$ cat src/rtl/reaction_timer.sv
// Reaction timer: after a pseudo-random delay the lamp lights, and the time to the button press
// is measured in ms. Early presses are fouls and slow responses saturate at MAX_TIME.
module reaction_timer #(
   parameter int unsigned TICK_DIV  = 50000,
   parameter int unsigned MIN_DELAY = 1000,
   parameter int unsigned MAX_TIME  = 9999
) (
   input  logic        clk,
   input  logic        en,
   input  logic        start,
   input  logic        btn,
   output logic        led,
   output logic        done,
   output logic        foul,
   output logic [13:0] rectTime
);

   localparam int unsigned CW = $clog2(TICK_DIV + 1);
   localparam int unsigned DW = $clog2(MIN_DELAY + 2048 + 1);

   localparam logic [CW-1:0] CNT_MAX   = CW'(TICK_DIV - 1);
   localparam logic [DW-1:0] DLY_MIN   = DW'(MIN_DELAY);
   localparam logic [13:0]   RECT_MAX  = 14'(MAX_TIME);
   localparam logic [15:0]   LFSR_SEED = 16'hACE1;

   localparam logic [2:0] ST_IDLE  = 3'd0;
   localparam logic [2:0] ST_WAIT  = 3'd1;
   localparam logic [2:0] ST_ARMED = 3'd2;
   localparam logic [2:0] ST_DONE  = 3'd3;
   localparam logic [2:0] ST_FOUL  = 3'd4;

   logic          start_s1_q, start_s2_q, start_s3_q, start_arm_q;
   logic          btn_s1_q, btn_s2_q, btn_s3_q, btn_arm_q;
   logic          run_q;
   logic          start_p, press_p;

   logic [CW-1:0] cnt_q, cnt_d;
   logic          tick;
   logic [15:0]   lfsr_q;
   logic [2:0]    state_q, state_d;
   logic [DW-1:0] delay_q, delay_d;
   logic [13:0]   rect_q, rect_d;
   logic          led_q, led_d, done_q, done_d, foul_q, foul_d;

   // An edge only counts once the synchronized level has been seen low after reset, so a
   // button already held when en releases cannot fake a press.
   always_ff @(posedge clk or negedge en) begin
      if (!en) begin
         start_s1_q  <= 1'b0;
         start_s2_q  <= 1'b0;
         start_s3_q  <= 1'b0;
         start_arm_q <= 1'b0;
         btn_s1_q    <= 1'b0;
         btn_s2_q    <= 1'b0;
         btn_s3_q    <= 1'b0;
         btn_arm_q   <= 1'b0;
         run_q       <= 1'b0;
      end else begin
         start_s1_q  <= start;
         start_s2_q  <= start_s1_q;
         start_s3_q  <= start_s2_q;
         start_arm_q <= start_arm_q | (run_q & ~start_s1_q);
         btn_s1_q    <= btn;
         btn_s2_q    <= btn_s1_q;
         btn_s3_q    <= btn_s2_q;
         btn_arm_q   <= btn_arm_q | (run_q & ~btn_s1_q);
         run_q       <= 1'b1;
      end
   end

   assign start_p = start_arm_q & start_s2_q & ~start_s3_q;
   assign press_p = btn_arm_q & btn_s2_q & ~btn_s3_q;
   assign tick    = (cnt_q == CNT_MAX);

   always_comb begin
      state_d = state_q;
      delay_d = delay_q;
      rect_d  = rect_q;
      led_d   = led_q;
      done_d  = done_q;
      foul_d  = foul_q;
      case (state_q)
         ST_IDLE, ST_DONE, ST_FOUL: begin
            if (start_p) begin
               state_d = ST_WAIT;
               delay_d = DLY_MIN + DW'(lfsr_q[10:0]);
               rect_d  = '0;
               led_d   = 1'b0;
               done_d  = 1'b0;
               foul_d  = 1'b0;
            end
         end
         ST_WAIT: begin
            if (press_p) begin
               state_d = ST_FOUL;
               foul_d  = 1'b1;
               led_d   = 1'b0;
            end else if (tick) begin
               if (delay_q == DW'(1)) begin
                  state_d = ST_ARMED;
                  delay_d = '0;
                  led_d   = 1'b1;
               end else begin
                  delay_d = delay_q - DW'(1);
               end
            end
         end
         ST_ARMED: begin
            if (press_p) begin
               state_d = ST_DONE;
               done_d  = 1'b1;
               led_d   = 1'b0;
            end else if (tick) begin
               if (rect_q >= RECT_MAX - 14'd1) begin
                  state_d = ST_DONE;
                  rect_d  = RECT_MAX;
                  done_d  = 1'b1;
                  led_d   = 1'b0;
               end else begin
                  rect_d = rect_q + 14'd1;
               end
            end
         end
         default: state_d = ST_IDLE;
      endcase
   end

   // Restarting the prescaler on every transition makes each phase last whole ms.
   always_comb begin
      if (state_d != state_q || tick) cnt_d = '0;
      else                            cnt_d = cnt_q + CW'(1);
   end

   always_ff @(posedge clk or negedge en) begin
      if (!en) begin
         state_q <= ST_IDLE;
         cnt_q   <= '0;
         delay_q <= '0;
         rect_q  <= '0;
         led_q   <= 1'b0;
         done_q  <= 1'b0;
         foul_q  <= 1'b0;
         lfsr_q  <= LFSR_SEED;
      end else begin
         state_q <= state_d;
         cnt_q   <= cnt_d;
         delay_q <= delay_d;
         rect_q  <= rect_d;
         led_q   <= led_d;
         done_q  <= done_d;
         foul_q  <= foul_d;
         lfsr_q  <= {lfsr_q[0] ^ lfsr_q[2] ^ lfsr_q[3] ^ lfsr_q[5], lfsr_q[15:1]};
      end
   end

   assign led      = led_q;
   assign done     = done_q;
   assign foul     = foul_q;
   assign rectTime = rect_q;

endmodule

$ cat config.mk
export PLATFORM = sky130hd
export DESIGN_NAME = reaction_timer
export DESIGN_NICKNAME = d
export VERILOG_FILES = /design/src/rtl/reaction_timer.sv
export SDC_FILE = /design/constraint.sdc
export NUM_CORES = 1
export LEC_CHECK = 0
export BUFFER_PORTS_ARGS = -buffer_cell sky130_fd_sc_hd__buf_4
export CORE_UTILIZATION = 60
export DETAILED_ROUTE_END_ITERATION = 8
export PLACE_DENSITY = 0.87
export RECOVER_POWER = 100
export SETUP_SLACK_MARGIN = 0.1
export SYNTH_ARGS = -nofsm -noshare
export SYNTH_HDL_FRONTEND = slang
export SYNTH_SLANG_ARGS = --single-unit
$ cat constraint.sdc
create_clock -name clk -period 2.7 [get_ports clk]
set_input_delay 0.54 -clock clk [delete_from_list [all_inputs] [get_ports clk]]
set_output_delay 0.54 -clock clk [all_outputs]
set_load 0.02 [all_outputs]
### Word level (Yosys, flattened, before mapping)

Index checks and enable logic that the tools add are counted.

| word-level totals | value |
|---|---|
| bits in registers | 73 |
| output and inout bits | 17 |
| logic and storage cells | 98 |
| bits of input ports | 4 |

| cells by class | value |
|---|---|
| multiplexer cells | 33 |
| eq/ne operators | 17 |
| reductions and logical operators | 11 |
| add/sub/neg operators | 4 |
| $lt $le $gt $ge | 1 |
| bitwise logic cells | 15 |

Operators with widths:

| operator | number |
|---|---|
| $mux W14 | 4 |
| $mux W12 | 4 |
| $pmux W14 S2 | 1 |
| $pmux W12 S2 | 1 |
| $mux W3 | 7 |
| $add A16 B1 Y16 const B | 1 |
| $eq A16 B16 Y1 const B | 1 |
| $mux W16 | 1 |
| $add A14 B1 Y14 const B | 1 |
| $ge A14 B14 Y1 const B | 1 |
| $add A10 B11 Y12 const A | 1 |
| $eq A12 B1 Y1 const B | 1 |
| $ne A2 B2 Y1 const B | 6 |
| $ne A3 B3 Y1 const B | 4 |
| $reduce_and A4 Y1 | 3 |
| $sub A12 B1 Y12 const B | 1 |
| $mux W1 | 11 |
| $pmux W3 S3 | 1 |
| $and A1 B1 Y1 | 6 |
| $eq A3 B2 Y1 const B | 2 |
| $reduce_and A6 Y1 | 1 |
| $not A1 Y1 | 4 |
| $pmux W1 S2 | 2 |
| $reduce_bool A2 Y1 | 2 |
| other kinds (11) | 14 |

### Depth between registers and ports, before layout

| depth | value |
|---|---|
| depth in word-level cells | 8 |
| gate-level depth with buffers | 9 |

### Least setup slack after synthesis

Ideal clock, no wire load.

| path | value |
|---|---|
| path type | register -> register |
| start point | register delay_q[4] |
| end point | register delay_q[5] |
| data required time | 2.579 ns |
| arrival | 2.019 ns |
| cell stages (with the launch flop) | 8 |
| library setup time | 0.121 ns |
| setup slack | 0.560 ns |
| period minus slack after synthesis | 2.140 ns |
| buffers on the path | 2 |
| cells stage by stage | dfrtp_1 > or4_1 > buf_2 > or3_4 > o21ai_4 > buf_6 > o21ai_1 > a22o_1 |

| on the way | value |
|---|---|
| word-level cells in the longest chain between the ends | 5 |

RTL lines:

| what | RTL line | RTL |
|---|---|---|
| start: declaration | 41 | `logic [DW-1:0] delay_q, delay_d;` |
| start signal: assignment | 147 | `delay_q <= delay_d;` |
| $sub A12 B1 Y12 or $eq A12 B1 Y1 (tied branches) | 104, 99 |  |
| $mux W12 (*) | 99 | `if (delay_q == DW'(1)) begin` |
| $mux W12 (*) | 98 | `end else if (tick) begin` |
| $mux W12 (*) | 94 | `if (press_p) begin` |
| $pmux W12 S2 (*) | 82 | `case (state_q)` |

Every way passes the cells marked *; elsewhere a longest branch is shown, timed or not. The select of a mux whose other input is x is not followed.
A chain may end at the register's enable or synchronous reset.

### Final worst setup path

Ends and elaborated chain as after synthesis.

==> summary.md <==
| Metric | Value |
|---|---|
| Avg Cell Area, Syn | `around 9.8 sq um` |
| Max-slew headroom | `-14.8%` |
| Vias post-DR | `about 2900` |
| # rows | `27` |
| Detailed Route WL | `roughly 7000 um` |
| Post-DRT Antenna Nets | `0` |
| Worst Skew | `about 0.014 ns` |
| Period minus WS final | `2.38 ns` |
| CTS clk-pin slew, worst paths | `around 0.080 ns` |
| Cts hold-fix bufs | `0` |
| Layout Nets | `400` |
| Compound-Gate Fraction of Synth Area | `17.4%` |
| RSZ-0062 raised after global routing | `false` |
| Setup total negative slack | `0 ns` |
| Commonest non-fill, non-tap cell in the layout | `dfrtp_1` |
| Number of diodes | `0` |
| Number of global-route vias before repair | `between 2000 and 3000` |
| Async S/R FF share, synth | `100%` |
| WS Path Type | `register to register` |
| CP Launch Type | `register` |
| Die height | `79.8 um` |
| R2R depth | `5` |
| Mux cell area share after synthesis | `less than 1%` |
| Fillers | `450` |
| DRT Pass-1 Iters | `5` |
| Seq/Total Area, Yosys | `between 50% and 60%` |
| Slew at the pin closest to its max-slew limit | `between 1.5 and 2 ns` |
| DRC viols | `0` |
| DIE AREA | `0.00637 sq mm` |
| YS warnings | `0` |
| Cts bufs inserted | `9` |
| Clock power share | `between 30% and 40%` |
| Yosys reg bits | `between 70 and 80` |
| Worst Hold End | `btn_s1_q` |
| Part of the power in combinational logic | `23.2%` |
| GRT overflow | `0` |
| Reg2reg start | `delay_q[4]` |
| CTS sink cnt | `73` |
| CTS tree | `yes` |
| Hold depth | `1` |
| Post-Synthesis Cells | `between 300 and 400` |
| Critical Path AT | `2.62 ns` |
| I/O Pins | `21` |
| Largest net degree at the start of global routing | `between 70 and 80` |
| Worst reg-to-reg setup slack | `around 0.32 ns` |
| Net switching power | `between 0.9 and 1 mW` |
| Max-Cap Viols | `1` |
| Final cycle utilization of the critical path | `about nine tenths` |
| Yosys cell types | `between 50 and 60` |
| First-pass GRT wire length | `roughly 12000 um` |
| Synthesized cell area | `about 0.0036 sq mm` |
| Seq pwr share | `approximately 45%` |
| Largest family of logic cells by synthesized area | `simple AND/OR/NAND/NOR gates` |
| Skew-Pair Late Insertion Delay | `roughly 0.35 ns` |
| CP Capture Type | `register` |
| Area Overhead vs Synth | `9.20%` |
| Setup violators final | `0` |
| Outcome | `finished, violations left` |
| Int Power | `between 2 and 2.5 mW` |
| Post-synth EDFFs | `0` |
| Top FF cell, synth | `dfrtp_1` |
| Max IR drop VDD | `between 0.0006 and 0.0007 V` |
| Cell leakage power | `1.72 nW` |
| Crit Path Max Fanout | `14` |
| Maximum clock frequency | `0.420 GHz` |
| Max Transition Viols Final | `74` |
| CTS root buf | `clkbuf_8` |
| Hold Path Class | `input port to register` |
| Initial Utilization | `64.0%` |
| Final hold violation count | `0` |
| Synth Area in Simple Gates | `20.5%` |
| Sequential cell area | `~0.0018 sq mm` |
| Worst r2r dst | `delay_q[5]` |
| H-tree Lvls | `3` |
| Final core occ | `69.9%` |
| Placer congestion estimate | `0.880` |
| Failing checks | `max-capacitance violations, max-slew violations` |
| DR iter-0 viols | `approximately 240` |
| Port Buf Inserts | `20` |
| Post-CTS setup buffer count | `0` |
| Tot GR Track Use | `between 20% and 30%` |
| Multi-input logic area | `about 0.0017 sq mm` |
| Avg WL per Cell | `15.4 um` |
| Commonest non-fill, non-tap cells in the layout | `dfrtp_1, nor2_1, o21ai_0` |
| Adder-cell share of the synthesized area | `just over 2%` |
| CTS Buffer Depth | `2` |
| XOR/XNOR Fraction of Synth Area | `~5.5%` |
| # resized after CTS | `0` |
| HP Start | `btn` |
| Syn Nets | `about 380` |
| Final HPWL DP | `around 4800 um` |
| WP data required | `roughly 2.9 ns` |
| Initial antenna violation count | `0` |
| Pwr per Cell Area | `about 760 mW/mm^2` |
| Share of cells above drive strength 1 | `between 8 and 9%` |
| Die Width | `between 70 and 80 um` |
| Core ar. | `between 0.005 and 0.006 sq mm` |
| Vias per std cell | `roughly 6.2` |
| Switching part of the total power | `approximately 32%` |
-- power by group through the flow --
| stage | clock (mW) | sequential [mW] | combinational, mW |
|---|---|---|---|
| after floorplan | 0 | 1.34 | 0.580 |
| after global placement | 0 | 1.37 | 0.690 |
| after detailed placement | 0 | 1.38 | 0.710 |
| after CTS | 0.958 | 1.36 | 0.719 |
| after global routing | 1.01 | 1.38 | 0.779 |
| final | 0.947 | 1.36 | 0.700 |
-- cell usage after synthesis, types with 5 or more instances --
master	count	area share, %
nand3_1	18	2.5
a22o_1	8	1.9
xor2_1	11	2.7
dfstp_2	8	5.8
nor3_1	13	1.8
clkbuf_1	10	1.0
and3_1	8	1.4
inv_1	10	1.0
nor2_1	45	4.7
dfrtp_1	65	45
nor4_1	5	0.86
xnor2_1	12	2.9
nand2_1	23	2.4
a21oi_1	19	2.6
a21o_1	8	1.7
ha_1	6	2.1
o21ai_0	22	3.0
-- final cells by class --
class                           instances  share of cell area [%]
Clock buffer                           11                    3.56
Clock inverter                          5                    2.02
Inverter                               10                   0.946
Multi-Input combinational cell        271                    42.1
Sequential cell                        73                    46.3
Tap cell                               72                    2.27
Timing Repair Buffer                   25                    2.81
-- flip-flops by register name, indices dropped and copies added (netlist names), 3 cells and up --
name / flops
cnt_q: 16
lfsr_q: 16
delay_q: 12
rectTime: 14
state_q: 3
-- worst max-delay path, stage by stage, from the launching register on --
cell     delay (ns)
dfrtp_1        0.44
or4_1          0.65
or3_1          0.43
o21ai_4        0.34
o21ai_0        0.17
a22o_1         0.25
-- worst max-delay path by stage --
stage	from	end	slack [ns]	depth (start not counted)
after global routing	delay_q[4]	delay_q[3]	0.17	5
after floorplan	delay_q[4]	delay_q[5]	0.56	7
after detailed placement	delay_q[4]	delay_q[3]	0.40	5
final	delay_q[4]	delay_q[5]	0.32	5
after global placement	delay_q[4]	delay_q[11]	0.46	5
after CTS	delay_q[4]	delay_q[3]	0.37	5
-- per-stage QoR --
step           area [sq um]  std cells  power, mW  hold slack (ns)  setup slack (ns)
2_1_floorplan          3630        369       1.92            0.244             0.560
3_3_place_gp           3830        451       2.06            0.340             0.461
3_5_place_dp           3830        451       2.09            0.343             0.405
4_1_cts                4050        467       3.04            0.296             0.374
5_1_grt                3970        467       3.17            0.304             0.168
6_report               3970        467       3.01            0.326             0.317
-- logic make-up (layout without fill, tap and decap cells) --
kind of cell,Yosys count,count (layout)
AOI/OAI and AO/OA,94,94
muxes,2,2
xor gates and xnor gates,23,23
and+or+nand+nor,145,145
other,1,1
adders and majority gates,6,6
buffers and inverters,25,51
DFF,73,73
-- routing by layer --
layer	share of wire [%]	vias up	wire, um	track usage, %
met2	46	87	3300	36.8
li1	-	1380	-	-
met4	1.4	0	101	8.57
met1	47	1425	3370	35.2
met3	5.7	10	408	6.40
met5	0	-	0	0
Note: power is estimated with default switching activity, not from simulation.
